**src/rtl/sha3_state_serializer_if.sv**
```systemverilog
// Handshake bundle for the Keccak state serializer: a state capture side (i_*) and a
// beat stream side (o_*). The master drives the state and accepts beats; the slave serializes.
interface sha3_state_serializer_if #(
  parameter int unsigned OUT_WIDTH   = 48,
  parameter int unsigned SPARE_WIDTH = 16
);
  localparam int unsigned Beats = (1600 + OUT_WIDTH - 1) / OUT_WIDTH;
  localparam int unsigned BeatW = (Beats > 1) ? $clog2(Beats) : 1;

  logic                   i_valid;
  logic                   i_ready;
  logic [63:0]            istate [25];
  logic [SPARE_WIDTH-1:0] ispare;
  logic                   o_valid;
  logic                   o_ready;
  logic [OUT_WIDTH-1:0]   ovector;
  logic [BeatW-1:0]       o_beat;
  logic                   o_last;

  modport master (
    output i_valid, istate, ispare, o_ready,
    input  i_ready, o_valid, ovector, o_beat, o_last
  );

  modport slave (
    input  i_valid, istate, ispare, o_ready,
    output i_ready, o_valid, ovector, o_beat, o_last
  );
endinterface

```
**src/rtl/sha3_state_serializer.sv**
```systemverilog
// Streams a captured 1600-bit Keccak state plus a side-band word as OUT_WIDTH-bit beats,
// MSB first, with valid/ready on both sides and zero-bubble back-to-back captures.
module sha3_state_serializer #(
  parameter int unsigned OUT_WIDTH   = 48,
  parameter int unsigned SPARE_WIDTH = 16
) (
  input logic                   clk,
  input logic                   rst_n,
  sha3_state_serializer_if.slave bus
);
  localparam int unsigned Beats  = (1600 + OUT_WIDTH - 1) / OUT_WIDTH;
  localparam int unsigned TotalW = Beats * OUT_WIDTH;
  localparam int unsigned Pad    = TotalW - 1600;
  localparam int unsigned BeatW  = (Beats > 1) ? $clog2(Beats) : 1;

  if (SPARE_WIDTH < 1 || SPARE_WIDTH > Pad) begin : g_bad_spare
    $error("SPARE_WIDTH must lie in 1..PAD for the chosen OUT_WIDTH");
  end

  typedef enum logic [0:0] {StIdle, StSend} state_e;

  state_e              state_q, state_d;
  logic [TotalW-1:0]   sreg_q, sreg_d;
  logic [TotalW-1:0]   packed_w;
  logic [BeatW-1:0]    beat_q, beat_d;
  logic                last_w, accept_w, capture_w;

  // Lane 0 lands in the top bits; the side-band word sits at the very bottom.
  always_comb begin
    packed_w = '0;
    for (int unsigned i = 0; i < 25; i++) begin
      packed_w[TotalW-1-64*i -: 64] = bus.istate[i];
    end
    packed_w[SPARE_WIDTH-1:0] = bus.ispare;
  end

  assign bus.o_valid = (state_q == StSend);
  assign last_w      = bus.o_valid && (beat_q == BeatW'(Beats - 1));
  assign bus.o_last  = last_w;
  assign bus.o_beat  = beat_q;
  assign bus.ovector = sreg_q[TotalW-1 -: OUT_WIDTH];
  assign accept_w    = bus.o_valid & bus.o_ready;
  assign bus.i_ready = (state_q == StIdle) | (accept_w & last_w);
  assign capture_w   = bus.i_valid & bus.i_ready;

  always_comb begin
    state_d = state_q;
    sreg_d  = sreg_q;
    beat_d  = beat_q;
    unique case (state_q)
      StIdle: begin
        if (capture_w) begin
          state_d = StSend;
          sreg_d  = packed_w;
          beat_d  = '0;
        end
      end
      StSend: begin
        if (accept_w) begin
          if (last_w) begin
            beat_d = '0;
            if (capture_w) begin
              sreg_d = packed_w;
            end else begin
              state_d = StIdle;
            end
          end else begin
            sreg_d = sreg_q << OUT_WIDTH;
            beat_d = beat_q + 1'b1;
          end
        end
      end
      default: state_d = StIdle;
    endcase
  end

  always_ff @(posedge clk or negedge rst_n) begin
    if (!rst_n) begin
      state_q <= StIdle;
      sreg_q  <= '0;
      beat_q  <= '0;
    end else begin
      state_q <= state_d;
      sreg_q  <= sreg_d;
      beat_q  <= beat_d;
    end
  end
endmodule

```
**src/flat_wrapper.sv**
```systemverilog
// flat-port wrapper written by rule: the top's interface ports become plain ports
module sha3_state_serializer_flat 
#(
  parameter int unsigned OUT_WIDTH   = 48,
  parameter int unsigned SPARE_WIDTH = 16
)
  (clk, rst_n, bus_i_valid, bus_istate, bus_ispare, bus_o_ready, bus_i_ready, bus_o_valid, bus_ovector, bus_o_beat, bus_o_last);
  sha3_state_serializer_if #(.OUT_WIDTH(OUT_WIDTH), .SPARE_WIDTH(SPARE_WIDTH)) bus_i ();
  input logic clk;
  input logic rst_n;
  input wire logic [$bits(bus_i.i_valid)-1:0] bus_i_valid;
  input wire logic [$bits(bus_i.istate)-1:0] bus_istate;
  input wire logic [$bits(bus_i.ispare)-1:0] bus_ispare;
  input wire logic [$bits(bus_i.o_ready)-1:0] bus_o_ready;
  output wire logic [$bits(bus_i.i_ready)-1:0] bus_i_ready;
  output wire logic [$bits(bus_i.o_valid)-1:0] bus_o_valid;
  output wire logic [$bits(bus_i.ovector)-1:0] bus_ovector;
  output wire logic [$bits(bus_i.o_beat)-1:0] bus_o_beat;
  output wire logic [$bits(bus_i.o_last)-1:0] bus_o_last;
  assign bus_i.i_valid = bus_i_valid;
  assign bus_i.istate = {>>{bus_istate}};
  assign bus_i.ispare = bus_ispare;
  assign bus_i.o_ready = bus_o_ready;
  assign bus_i_ready = bus_i.i_ready;
  assign bus_o_valid = bus_i.o_valid;
  assign bus_ovector = bus_i.ovector;
  assign bus_o_beat = bus_i.o_beat;
  assign bus_o_last = bus_i.o_last;
  sha3_state_serializer #(.OUT_WIDTH(OUT_WIDTH), .SPARE_WIDTH(SPARE_WIDTH)) u_core (.clk(clk), .rst_n(rst_n), .bus(bus_i));
endmodule
```
**config.mk**
```make
export PLATFORM = sky130hd
export DESIGN_NAME = sha3_state_serializer_flat
export DESIGN_NICKNAME = d
export VERILOG_FILES = /design/src/rtl/sha3_state_serializer_if.sv /design/src/rtl/sha3_state_serializer.sv /design/src/flat_wrapper.sv
export SDC_FILE = /design/constraint.sdc
export NUM_CORES = 2
export LEC_CHECK = 0
export CAP_MARGIN = 10
export CELL_PAD_IN_SITES_DETAIL_PLACEMENT = 0
export CELL_PAD_IN_SITES_GLOBAL_PLACEMENT = 1
export CORE_AREA = 10 10 652 654
export DETAILED_ROUTE_END_ITERATION = 8
export DIE_AREA = 0 0 662 664
export PLACE_DENSITY = 0.59
export SLEW_MARGIN = 20
export SYNTH_ARGS = -nofsm -noshare
export SYNTH_HDL_FRONTEND = slang
export SYNTH_SLANG_ARGS = --single-unit
```
**constraint.sdc**
```tcl
create_clock -name clk -period 2.5 [get_ports clk]
set_input_delay 0.5 -clock clk [delete_from_list [all_inputs] [get_ports clk]]
set_output_delay 0.5 -clock clk [all_outputs]
set_load 0.05 [all_outputs]
```
---- Word-level counts from Yosys, hierarchy flattened ----
Cells that the tools add are included.
word-level totals
  flip-flop bits (word level) ............. 1,639
  output and inout bits ................... 57
  logic and storage cells ................. 26
  input bits .............................. 1,620
cells by class
  reduce and logical (&&, ||, !) cells .... 2
  mux-type cells .......................... 12
  eq/ne operators ......................... 3
  bitwise operators ....................... 5
  add/subtract/negate cells ............... 1
operator list
  kind                   number
  $mux W1632             3
  $pmux W1632 S2         1
  $mux W6                3
  $pmux W6 S2            1
  $add A6 B1 Y6 const B  1
  $eq A6 B6 Y1 const B   1
  $and A1 B1 Y1          3
  $mux W1                3
  $ne A2 B1 Y1 const B   1
  $ne A2 B2 Y1 const B   1
  $pmux W1 S2            1
  $reduce_and A2 Y1      1
  $logic_and A1 B1 Y1    1
  $not A1 Y1             1
  $or A1 B1 Y1           1

---- Longest topological paths before layout ----
  depth after elaboration ................. 9
  depth in mapped cells ................... 11
  mapped depth without buffers ............ 6

---- Worst setup path after synthesis ----
OpenSTA, ideal clock, no wires.
  path type ............................... register to output
  start point ............................. register u_core.beat_q[0], in the netlist u_core.bus.o_beat[0]
  end point ............................... output port bus_o_last
  arrival ................................. 2.287 ns
  setup slack ............................. -0.287 ns
  required time ........................... 2.000 ns
  stages on the path, launching flop included .. 8
  buffers on the path ..................... 3
  cell sequence ........................... dfrtp_1 > ha_1 > nor2b_1 > buf_2 > nand2_2 > buf_2 > clkbuf_1 > nor2_1
on the way
  cells in the longest elaborated chain, start to end .. 2
ends and longest elaborated chain
  element                 line                         RTL
  from (decl)             sha3_state_serializer.sv:25  logic [BeatW-1:0] beat_q, beat_d;
  from (signal assigned)  sha3_state_serializer.sv:85  beat_q <= beat_d;
  $eq A6 B6 Y1            sha3_state_serializer.sv:38  assign last_w = bus.o_valid && (beat_q == BeatW'(Beats - 1));
  $logic_and A1 B1 Y1     sha3_state_serializer.sv:38
  to (decl)               flat_wrapper.sv:19           output wire logic [$bits(bus_i.o_last)-1:0] bus_o_last;
Every way passes these cells.

---- Worst setup path after layout ----
  start point ............................. register u_core.beat_q[4], in the netlist u_core.bus.o_beat[4]
  end point ............................... output port bus_i_ready
on the way
  cells in the longest elaborated chain, start to end .. 4
ends and longest elaborated chain
  element              line                         RTL
  $eq A6 B6 Y1         sha3_state_serializer.sv:38
  $logic_and A1 B1 Y1  sha3_state_serializer.sv:38
  $and A1 B1 Y1        sha3_state_serializer.sv:43  assign bus.i_ready = (state_q == StIdle) | (accept_w & last_w);
  $or A1 B1 Y1         sha3_state_serializer.sv:43
  to (decl)            flat_wrapper.sv:15           output wire logic [$bits(bus_i.i_ready)-1:0] bus_i_ready;
Every way passes these cells.

==> flow_metrics.py <==
metrics = {
    "logic_synthesis": {
        "ys_types": 34,
        "async_flop_share": 1.00,
        "ys_ff_latch": 1639,
        "syn_inst": 9178,
        "yosysWarnings": 0,
        "ys.flop_type": "dfrtp_1",
        "syn_nets": 10800,
        "avgSynthCellArea_sq_um": 9.35,
        "ys_seq_area_frac": 0.478,
        "synth_edf_count": 0,
        "syn-cell-area_sq_mm": 0.0858,
    },
    "run_status": {
        "violations": "setup timing",
        "outcome": "finished with violations",
    },
    "timing": {
        "fmax_ghz": 0.371,
        "hold_viol_final": 0,
        "slew_viol_final": 0,
        "rsz0062_at_grt": "true",
        "setup_viol": 2,
        "fin_crit_ns": 2.70,
        "slew_headroom": 0.341,
        "setup_tns_ns": -0.330,
        "worst_pin_slew_ns": 0.988,
        "fin_skew_ns": 0.0830,
        "fin_crit_sh": 1.08,
        "holdWs_ns": 0.143,
        "setup_ws_ns": -0.198,
    },
    "grt": {
        "grt_pass1_wl_um": 694000,
        "met3_usage": 0.0550,
        "grt-ovfl-total": 0,
        "grtUsageMet2": 0.357,
        "grt_util_met1": 0.271,
        "grt_max_degree": 171,
        "antenna_found_initial": 296,
        "grt_pass1_vias": 82100,
        "grt_busiest_layer": "met2",
        "grt_usage": 0.219,
    },
    "setup_path": {
        "rr_startpoint": "u_core.bus.o_beat[0]$_DFFE_PN0P_",
        "crit_required_ns": 2.00,
        "max_stage_delay_ns": 0.43,
        "crit_chain": "nor3b_4, buf_6, and2_4, nand2_4, nand2_8, buf_12",
        "cp_max_fo": 3,
        "crit_buf_inv": 2,
        "critical_path_class": "reg2out",
        "reg2reg_depth": 10,
        "setup.worst_path.end_class": "output pin",
        "crit_family": "simple AND/OR/NAND/NOR gates",
        "worstPathArrival_ns": 2.20,
        "critPathLaunchType": "flop",
        "critPathSlowestCell": "dfrtp_2",
        "reg2reg_slack_ns": 0.02,
        "r2r_end": "u_core.sreg_q[512]$_DFFE_PN0P_",
    },
    "routing": {
        "drc": 0,
        "num_vias": 85500,
        "viasPerCell": 5.27,
        "routedWlPerCell_um": 31.7,
        "ant_nets": 0,
        "drtPass1Iterations": 8,
        "drtIter0Drc": 9124,
        "wl_um": 514000,
    },
    "floorplanning": {
        "die_h_um": 664,
        "core-area_sq_mm": 0.412,
        "start_util": 0.208,
        "fp-row-count": 236,
        "dieArea_sq_mm": 0.440,
        "die_w_um": 662,
        "io_pins": 1677,
    },
    "cts": {
        "cts-root-buf": "clkbuf_16",
        "clockBufferDepth": 4,
        "clk_pin_slew_worst_paths_ns": 0.06,
        "clk_latency_ns": 0.94,
        "ctsHtreeMaxLevel": 4,
        "cts_tree": "built",
        "clkSinkCount": 1639,
        "cts_made_buffers": 209,
    },
    "place": {
        "gp_congestion": 0.897,
        "port_buffers": 1676,
        "dpl.hpwl_um": 389000,
        "dpl_cell_area_sq_mm": 0.110,
    },
    "power": {
        "peakVddDrop_uv": 592,
        "p_leak_uw": 0.0439,
        "power_per_cell_area_mw_per_mm2": 738,
    },
    "final_layout": {
        "nets": 12100,
        "fillers": 43500,
        "fin_area_sq_mm": 0.118,
        "drive_above_1_share": 0.0847,
        "area_growth_pct": 37.9,
    },
    "job": {
        "drv_cap": 0,
    },
    "min_path": {
        "hp-class": "in2async",
    },
}
[cell usage in the layout (no fill, tap or decap), types with 12 or more instances in the layout]
cell and count:
dfrtp_1 1635, o21ai_0 719, nor2b_1 1201, o21ai_1 481, nand2b_1 384, clkbuf_1 60, a22oi_2 29, clkinv_2 20
and2_1 16, a31oi_1 1200, a21oi_1 385, clkdlybuf4s50_1 1617, a22oi_1 1171, o22ai_1 768, buf_12 190, buf_4 300
buf_6 12, clkbuf_8 63, diode_2 140, a22o_1 32, clkbuf_16 222
[state kept, by name, indices dropped and copies added, names as in the netlist]
register,cells
u_core.bus.o_valid,1
u_core.bus.o_beat,6
u_core.sreg_q,1632
[worst max-delay path by stage]
| stage | from | endpoint | slack [ns] | cells past startpoint |
|---|---|---|---|---|
| final | u_core.bus.o_beat[4]$_DFFE_PN0P_ | bus_i_ready | -0.20 | 6 |
| after global routing | u_core.bus.o_beat[4]$_DFFE_PN0P_ | bus_i_ready | -0.32 | 6 |
| after CTS | u_core.bus.o_beat[0]$_DFFE_PN0P_ | bus_i_ready | -0.40 | 7 |
| after detailed placement | bus_i_valid | u_core.sreg_q[548]$_DFFE_PN0P_ | -0.23 | 8 |
| after global placement | bus_i_valid | u_core.sreg_q[1149]$_DFFE_PN0P_ | -0.18 | 8 |
| after floorplan | u_core.bus.o_beat[5]$_DFFE_PN0P_ | bus_i_ready | 0.06 | 6 |
[timing repair]
item,in CTS,in global routing
pin swaps,3,9
resized for setup,57,82
cloned,1,10
endpoints found under the setup margin,24,647
hold buffers,1,0
hold endpoints to repair,473,0
setup buffers,9,12
[per-stage QoR]
stage                     utilization  instances  worst slack [ns]  total power [uW]
after global placement          0.268      15700            -0.180             56300
after global routing            0.287      16200            -0.323             90900
after floorplan                     -       9178            0.0582             45200
after detailed placement        0.268      15700            -0.228             56500
after CTS                       0.285      16100            -0.401             88000
final                           0.287      16200            -0.198             87300
[kinds of logic (layout without fill, tap and decap cells)]
kind of cell    count (synthesis)  count (layout)  share of synthesized area
fa+ha+maj                       2               2                   0.000292
mux                             1               1                   0.000131
simple gates                 1620            1620                      0.118
compound gates               4795            4795                      0.345
flops                        1639            1639                      0.478
xor+xnor                        4               4                   0.000408
buf+inv                      1117            2544                     0.0580
other cells                     0             140                          0
[power breakdown]
group          leakage (uW)  switching (uW)  internal, uW
combinational        0.0194            8850          8650
sequential           0.0212            6970         31700
clock               0.00336           13300         17900
total                0.0439           29100         58300
[final cells by class]
cell class	count	area (sq um)	area share
sequential	1639	41000	0.347
multi-input combinational	6422	40100	0.339
timing repair buffer	2165	23200	0.196
tap	5474	6850	0.0579
clock buffer	335	6400	0.0540
clock inverter	40	453	0.00383
antenna	140	350	0.00296
inverter	3	27.5	0.000233
timing repair inverter	1	8.76	0.0000740
[cell usage after synthesis (all sizes together) (2+ instances only)]
library cell / number / area share
dfrtp: 1639 / 0.48
ha: 2 / 0.00029
nor2: 6 / 0.00026
nand4: 2 / 0.00015
buf: 468 / 0.030
a21oi: 385 / 0.022
nand2b: 384 / 0.028
nand2: 6 / 0.00029
a31o: 2 / 0.00020
a22o: 32 / 0.0033
nor2b: 1202 / 0.088
a21o: 3 / 0.00026
a22oi: 1200 / 0.10
xor2: 4 / 0.00041
and2: 17 / 0.0012
a31oi: 1201 / 0.088
clkbuf: 646 / 0.028
inv: 3 / 0.00013
o22ai: 768 / 0.056
o21ai: 1201 / 0.070
[layer usage]
metal / wire [um] / part of all wire
met5: 751 / 0.0015
met4: 20700 / 0.040
met3: 38200 / 0.074
met2: 247000 / 0.48
met1: 207000 / 0.40
[worst reg2reg max path, delay by kind of cell (launching register included)]
family          cells  cell delay [ns]
buf+inv             5             0.86
simple gates        1             0.13
compound gates      3             0.75
fa+ha+maj           1             0.16
flops               1             0.42
No activity file was read; power rests on OpenSTA's default activity.
